[src/rtl/noc_pkg.sv]
// Shared definitions for the NoC host interface.
// Holds the request-control field layout, the response status encodings,
// the host-interface FSM state type and the default mesh dimension.
package noc_pkg;

   // Field layout of the 16-bit request/flit control word.
   localparam int CTRL_W     = 16;
   localparam int FIELD_W    = 4;
   localparam int OP_LSB     = 0;
   localparam int DEST_X_LSB = 4;
   localparam int DEST_Y_LSB = 8;
   localparam int TAG_LSB    = 12;

   // Mesh dimension used when the top-level parameter is left at its default.
   localparam int GRID_DIM_DEF = 3;

   typedef enum logic [1:0] {
      STAT_OK       = 2'b00,
      STAT_TIMEOUT  = 2'b01,
      STAT_BAD_DEST = 2'b10
   } status_e;

   typedef enum logic [1:0] {
      S_IDLE,
      S_INJECT,
      S_WAIT,
      S_RESP
   } state_e;

endpackage : noc_pkg

[src/rtl/noc_host_if.sv]
// Host-side bridge between a calculator request/response port and tile (0,0)
// of a mesh NoC. One packet in flight at a time: a request is checked against
// the mesh size, injected as a single one-cycle flit, and the block then waits
// for the tile's result (or a timeout) and presents it as a held response.
//
// Ports
//   clk, rst_n                 clock, asynchronous active-low reset
//   req_valid/req_ready        request handshake (ready only while idle)
//   req_a, req_b, req_ctrl     operands and control {tag, dest_y, dest_x, opcode}
//   host_in_a/b/ctrl/valid     flit towards tile (0,0); valid is a one-cycle pulse
//   host_out_a/valid           result from tile (0,0)
//   rsp_valid/rsp_ready        response handshake
//   rsp_data/status/tag        result, status (OK/TIMEOUT/BAD_DEST), request tag
//   busy                       high whenever the FSM is not idle
//   stray_cnt                  saturating count of unsolicited results
module noc_host_if
   import noc_pkg::*;
#(
   parameter int TIMEOUT_CYCLES = 1024,
   parameter int GRID_DIM       = GRID_DIM_DEF
) (
   input  logic               clk,
   input  logic               rst_n,
   input  logic               req_valid,
   output logic               req_ready,
   input  logic [63:0]        req_a,
   input  logic [63:0]        req_b,
   input  logic [CTRL_W-1:0]  req_ctrl,
   output logic [63:0]        host_in_a,
   output logic [63:0]        host_in_b,
   output logic [CTRL_W-1:0]  host_in_ctrl,
   output logic               host_in_valid,
   input  logic [63:0]        host_out_a,
   input  logic               host_out_valid,
   output logic               rsp_valid,
   input  logic               rsp_ready,
   output logic [63:0]        rsp_data,
   output logic [1:0]         rsp_status,
   output logic [3:0]         rsp_tag,
   output logic               busy,
   output logic [7:0]         stray_cnt
);

   localparam int              CNT_W    = $clog2(TIMEOUT_CYCLES);
   localparam logic [CNT_W-1:0] CNT_LAST = CNT_W'(TIMEOUT_CYCLES - 1);

   state_e              state, state_nxt;
   status_e             status_q;
   logic [CNT_W-1:0]    cnt;
   logic [CNT_W-1:0]    cnt_inc;
   logic [FIELD_W-1:0]  dest_x, dest_y;
   logic                accept, dest_ok, timeout_hit, stray;

   assign dest_x      = req_ctrl[DEST_X_LSB +: FIELD_W];
   assign dest_y      = req_ctrl[DEST_Y_LSB +: FIELD_W];
   assign dest_ok     = (int'(dest_x) < GRID_DIM) && (int'(dest_y) < GRID_DIM);
   assign accept      = (state == S_IDLE) && req_valid && req_ready;
   assign cnt_inc     = cnt + CNT_W'(1);
   // Timeout fires on the edge where the counter reaches its last value.
   assign timeout_hit = (cnt_inc == CNT_LAST);
   assign stray       = host_out_valid && ((state == S_IDLE) || (state == S_RESP));
   assign rsp_status  = status_q;

   // NOTE: combinational blocks assign every output a default first so no
   // path leaves a signal unassigned, which would infer a latch.
   always_comb begin
      state_nxt = state;
      case (state)
         S_IDLE:   if (accept) state_nxt = dest_ok ? S_INJECT : S_RESP;
         S_INJECT: state_nxt = host_out_valid ? S_RESP : S_WAIT;
         S_WAIT:   if (host_out_valid || timeout_hit) state_nxt = S_RESP;
         S_RESP:   if (rsp_valid && rsp_ready) state_nxt = S_IDLE;
         default:  state_nxt = S_IDLE;
      endcase
   end

   // NOTE: sequential state uses non-blocking assignments so every register
   // samples pre-edge values regardless of statement order.
   always_ff @(posedge clk or negedge rst_n) begin
      if (!rst_n) state <= S_IDLE;
      else        state <= state_nxt;
   end

   // All outputs are registered from the next-state decision.
   always_ff @(posedge clk or negedge rst_n) begin
      if (!rst_n) begin
         req_ready     <= 1'b0;
         busy          <= 1'b0;
         host_in_valid <= 1'b0;
         host_in_a     <= '0;
         host_in_b     <= '0;
         host_in_ctrl  <= '0;
         rsp_valid     <= 1'b0;
         rsp_data      <= '0;
         status_q      <= STAT_OK;
         rsp_tag       <= '0;
         stray_cnt     <= '0;
         cnt           <= '0;
      end else begin
         req_ready     <= (state_nxt == S_IDLE);
         busy          <= (state_nxt != S_IDLE);
         host_in_valid <= (state_nxt == S_INJECT);

         if (state == S_INJECT)    cnt <= '0;
         else if (state == S_WAIT) cnt <= cnt_inc;

         if (accept) begin
            rsp_tag <= req_ctrl[TAG_LSB +: FIELD_W];
            if (dest_ok) begin
               host_in_a    <= req_a;
               host_in_b    <= req_b;
               host_in_ctrl <= req_ctrl;
            end else begin
               rsp_valid <= 1'b1;
               rsp_data  <= '0;
               status_q  <= STAT_BAD_DEST;
            end
         end

         case (state)
            // INJECT also takes a result so a zero-latency network is not lost.
            S_INJECT, S_WAIT: begin
               if (host_out_valid) begin
                  rsp_valid <= 1'b1;
                  rsp_data  <= host_out_a;
                  status_q  <= STAT_OK;
               end else if (state == S_WAIT && timeout_hit) begin
                  rsp_valid <= 1'b1;
                  rsp_data  <= '0;
                  status_q  <= STAT_TIMEOUT;
               end
            end
            S_RESP: if (rsp_ready) rsp_valid <= 1'b0;
            default: ;
         endcase

         if (stray && (stray_cnt != 8'hFF)) stray_cnt <= stray_cnt + 8'd1;
      end
   end

endmodule : noc_host_if

[config.mk]
export PLATFORM = sky130hd
export DESIGN_NAME = noc_host_if
export DESIGN_NICKNAME = d
export VERILOG_FILES = /design/src/rtl/noc_pkg.sv /design/src/rtl/noc_host_if.sv
export SDC_FILE = /design/constraint.sdc
export NUM_CORES = 1
export LEC_CHECK = 0
export ABC_CLOCK_PERIOD_IN_PS = 7700
export CORE_AREA = 2 2 171 173
export DETAILED_ROUTE_END_ITERATION = 16
export DIE_AREA = 0 0 173 175
export GPL_ROUTABILITY_DRIVEN = 0
export PLACE_DENSITY = 0.63
export RECOVER_POWER = 100
export SLEW_MARGIN = 40
export SYNTH_ARGS = -nofsm -noshare
export SYNTH_HDL_FRONTEND = slang
export SYNTH_SLANG_ARGS = --single-unit
[constraint.sdc]
create_clock -name clk -period 7.7 [get_ports clk]
set_clock_uncertainty 0.1 [all_clocks]
set_input_delay 1.54 -clock clk [delete_from_list [all_inputs] [get_ports clk]]
set_output_delay 1.54 -clock clk [all_outputs]
set_load 0.01 [all_outputs]
==> results.yml <==
worst_setup_path:
  critPathMaxStageDelay_ns: 2.35
  cp_max_fo: 107
  timing.rr.end: "host_in_a[16]$_DFFE_PN0P_"
  arrival_ns: 4.96
  worstPathRequired_ns: 8.21
  cp.depth: 3
  reg2reg_depth: 7
  regToRegSetupSlack_ns: 4.55
  crit_path_top_delay_cell: "clkbuf_1"
  crit_chain: "clkbuf_1 -> buf_16 -> buf_12"
  endpoint_kind: "async pin"
  crit_type: "input pin to async pin"
  crit_family: "buffers and inverters"
  cp-start-kind: "input pin"
  r2r_start: "state[0]$_DFF_PN0_"
  critPathBufInv: 3
finish:
  nets: 1254
  layout_commonest_cell: "dfrtp_1"
  fill_cells: 2532
  mostFrequentLayoutCells: "dfrtp_1, dlygate4sd3_1, clkdlybuf4s50_1"
  post-route-util_pct: 52.14
  drive_gt1_share_pct: 19.64
  synthToLayoutAreaGrowth_pct: 61.10
yosys:
  yosys.area.top_type: "dfrtp_1"
  synth_top_area_share_pct: 64.81
  syn_nets: 813
  ys_seq_elements: 238
  synthTopCellsByArea: "dfrtp_1, mux2_2, a22o_1"
  yosysWarnings: 0
  syn_area_sq_um: 9189
  synthCells: 593
  avgSynthCellArea_sq_um: 15.50
  yosysUniqueCellTypes: 48
  synth-async-reset-ratio_pct: 100.0
  yosysSeqAreaShare_pct: 64.81
  ys.flop_type: "dfrtp_1"
  synth_edf_count: 0
clock_network:
  cts_tree: "built"
  numClockSinks: 238
  cts-root-buf: "clkbuf_16"
  post-cts-setup-buffers: 0
  clock_path_buffers: 3
  numCtsBuffers: 28
  worstSkewPairLatency_ns: 0.53
  cts-resized-gates: 0
  ctsHtreeMaxLevel: 1
  cts_hold_buf: 0
  clk_pin_slew_worst_paths_ns: 0.06
placement:
  dpl_worst_slack_ns: 3.218
  hpwl_um: 19130
  io_buffer_count: 438
floorplan:
  dieWidth_um: 173
  core_sq_um: 28390
  top_level_ports: 439
  rows: 62
  dieArea_sq_um: 30280
  start_util_pct: 32.36
  die_y_um: 175
flow_run:
  maxCapViolCount: 1
power_and_ir_drop:
  p_comb_share_pct: 33.6
  power_frac_clock_pct: 28.1
  p_sw_mw: 1.413
  internal_power_mw: 3.223
  peakVddDrop_mv: 0.1913
  seqPwrFrac_pct: 38.3
  finalPower_mw: 4.637
  p_leak_nw: 7.305
  p_sw_share_pct: 30.48
  power_per_cell_area_nw_per_um2: 313.2
timing:
  fin_crit_sh_pct: 57.82
  tns_ns: 0
  maxClockFrequency_ghz: 0.2246
  worst_slack_ns: 3.248
  fin_crit_ns: 4.452
  hold_slack_ns: 0.3773
  hold_viol: 0
  finalSetupViolCount: 0
  grt_setup_unrepaired: "no"
  tightest_slew_ns: 3.396
  slew_viol_final: 62
  maxSlewHeadroom_pct: -126.4
detailed_routing:
  drt_iter0_markers: 286
  drt-total-wl_um: 26690
  drc: 0
  num_vias: 6683
  wl_per_cell_um: 18.55
  drtPass1Iterations: 4
  viasPerCell: 4.644
  antenna_left: 0
run_status:
  status: "complete, but fails checks"
  failed_checks: "max-capacitance violations, max-slew violations"
hold_path:
  hold_class: "register to register"
  hold_path_end: "host_in_ctrl[10]$_DFFE_PN0P_"
  hp-start: "host_in_ctrl[10]$_DFFE_PN0P_"
  hold-path-cell-count: 1
global_route:
  grt_max_degree: 108
  antenna_found_initial: 1
  grtUsageTotal_pct: 17.01
  grt_pass1_vias: 6939
  grt_pass1_wl_um: 40860
  grt-ovfl-total: 0
-- state kept, by name (all words and copies together) (netlist names) --
register       count
rsp_tag            4
rsp_valid          1
state              2
req_ready          1
host_in_a         64
rsp_status         2
host_in_b         64
busy               1
cnt               10
host_in_ctrl      16
host_in_valid      1
rsp_data          64
stray_cnt          8
-- per-layer routing --
layer | vias to the layer above | routed length, um | global-route usage, %
met5 | - | 0 | 0
met1 | 3296 | 10910 | 21.05
li1 | 3067 | - | -
met3 | 39 | 2331 | 5.896
met2 | 281 | 12850 | 28.43
met4 | 0 | 599 | 4.484
-- how the worst max path moves through the flow --
stage | from | end | slack [ns]
5_1_grt | rst_n | host_in_a[0]$_DFFE_PN0P_ | 2.60
2_1_floorplan | req_valid | host_in_a[49]$_DFFE_PN0P_ | 4.43
3_5_place_dp | req_ctrl[7] | rsp_data[63]$_DFF_PN0_ | 3.22
6_report | rst_n | host_in_a[0]$_DFFE_PN0P_ | 3.25
4_1_cts | req_ctrl[7] | rsp_data[63]$_DFF_PN0_ | 3.77
3_3_place_gp | req_valid | host_in_a[39]$_DFFE_PN0P_ | 2.96
-- cells in the mapped netlist (2+ instances only) --
| library cell | count |
|---|---|
| buf_2 | 5 |
| a22o_1 | 60 |
| xor2_1 | 5 |
| o21ai_0 | 4 |
| nor2b_1 | 3 |
| clkbuf_1 | 13 |
| and2_1 | 4 |
| dfrtp_1 | 238 |
| o22ai_1 | 2 |
| o31ai_1 | 2 |
| ha_1 | 7 |
| nand3_1 | 8 |
| buf_6 | 8 |
| nor3_1 | 3 |
| nand4_1 | 6 |
| o2bb2ai_1 | 7 |
| mux2i_1 | 4 |
| a21oi_1 | 6 |
| a22o_2 | 4 |
| dlygate4sd3_1 | 3 |
| mux2_2 | 145 |
| nand2_1 | 7 |
| nor2_1 | 13 |
| xnor2_1 | 5 |
| inv_1 | 4 |
| or2_2 | 3 |
| clkbuf_8 | 3 |
-- power by group through the flow --
stage | sequential, mW | combinational [mW] | clock (mW)
floorplan | 1.93 | 0.701 | 0
global placement | 1.80 | 1.67 | 0
detailed placement | 1.81 | 1.68 | 0
CTS | 1.79 | 1.70 | 1.34
global route | 1.82 | 1.69 | 1.39
finish | 1.78 | 1.56 | 1.30
-- final cells by class --
type | instances | area (sq um) | area share, %
inverters | 5 | 18.77 | 0.1268
diodes | 1 | 2.502 | 0.01690
flip-flops and latches | 238 | 5956 | 40.23
multi-input cells | 317 | 2970 | 20.07
clock inverters | 8 | 97.59 | 0.6593
clock buffers | 42 | 814.5 | 5.503
repair buffers | 444 | 4463 | 30.15
well taps | 384 | 480.5 | 3.246
-- through the flow --
| step | instance area [sq um] | std cells |
|---|---|---|
| 2_1_floorplan | 9189 | 593 |
| 3_3_place_gp | 13860 | 1387 |
| 3_5_place_dp | 13900 | 1388 |
| 4_1_cts | 14810 | 1438 |
| 5_1_grt | 14800 | 1439 |
| 6_report | 14800 | 1439 |
-- logic make-up after synthesis --
kind of cell             after synthesis  share of synthesized area [%]
flip-flops                           238                          64.81
multiplexers                         149                          18.21
AO/OA/AOI/OAI                         95                          8.960
AND/OR/NAND/NOR                       56                          3.255
buffers and inverters                 38                          2.859
XOR/XNOR                              10                         0.9531
adder cells (fa/ha/maj)                7                         0.9531
Note: power is estimated with default switching activity, not from simulation.
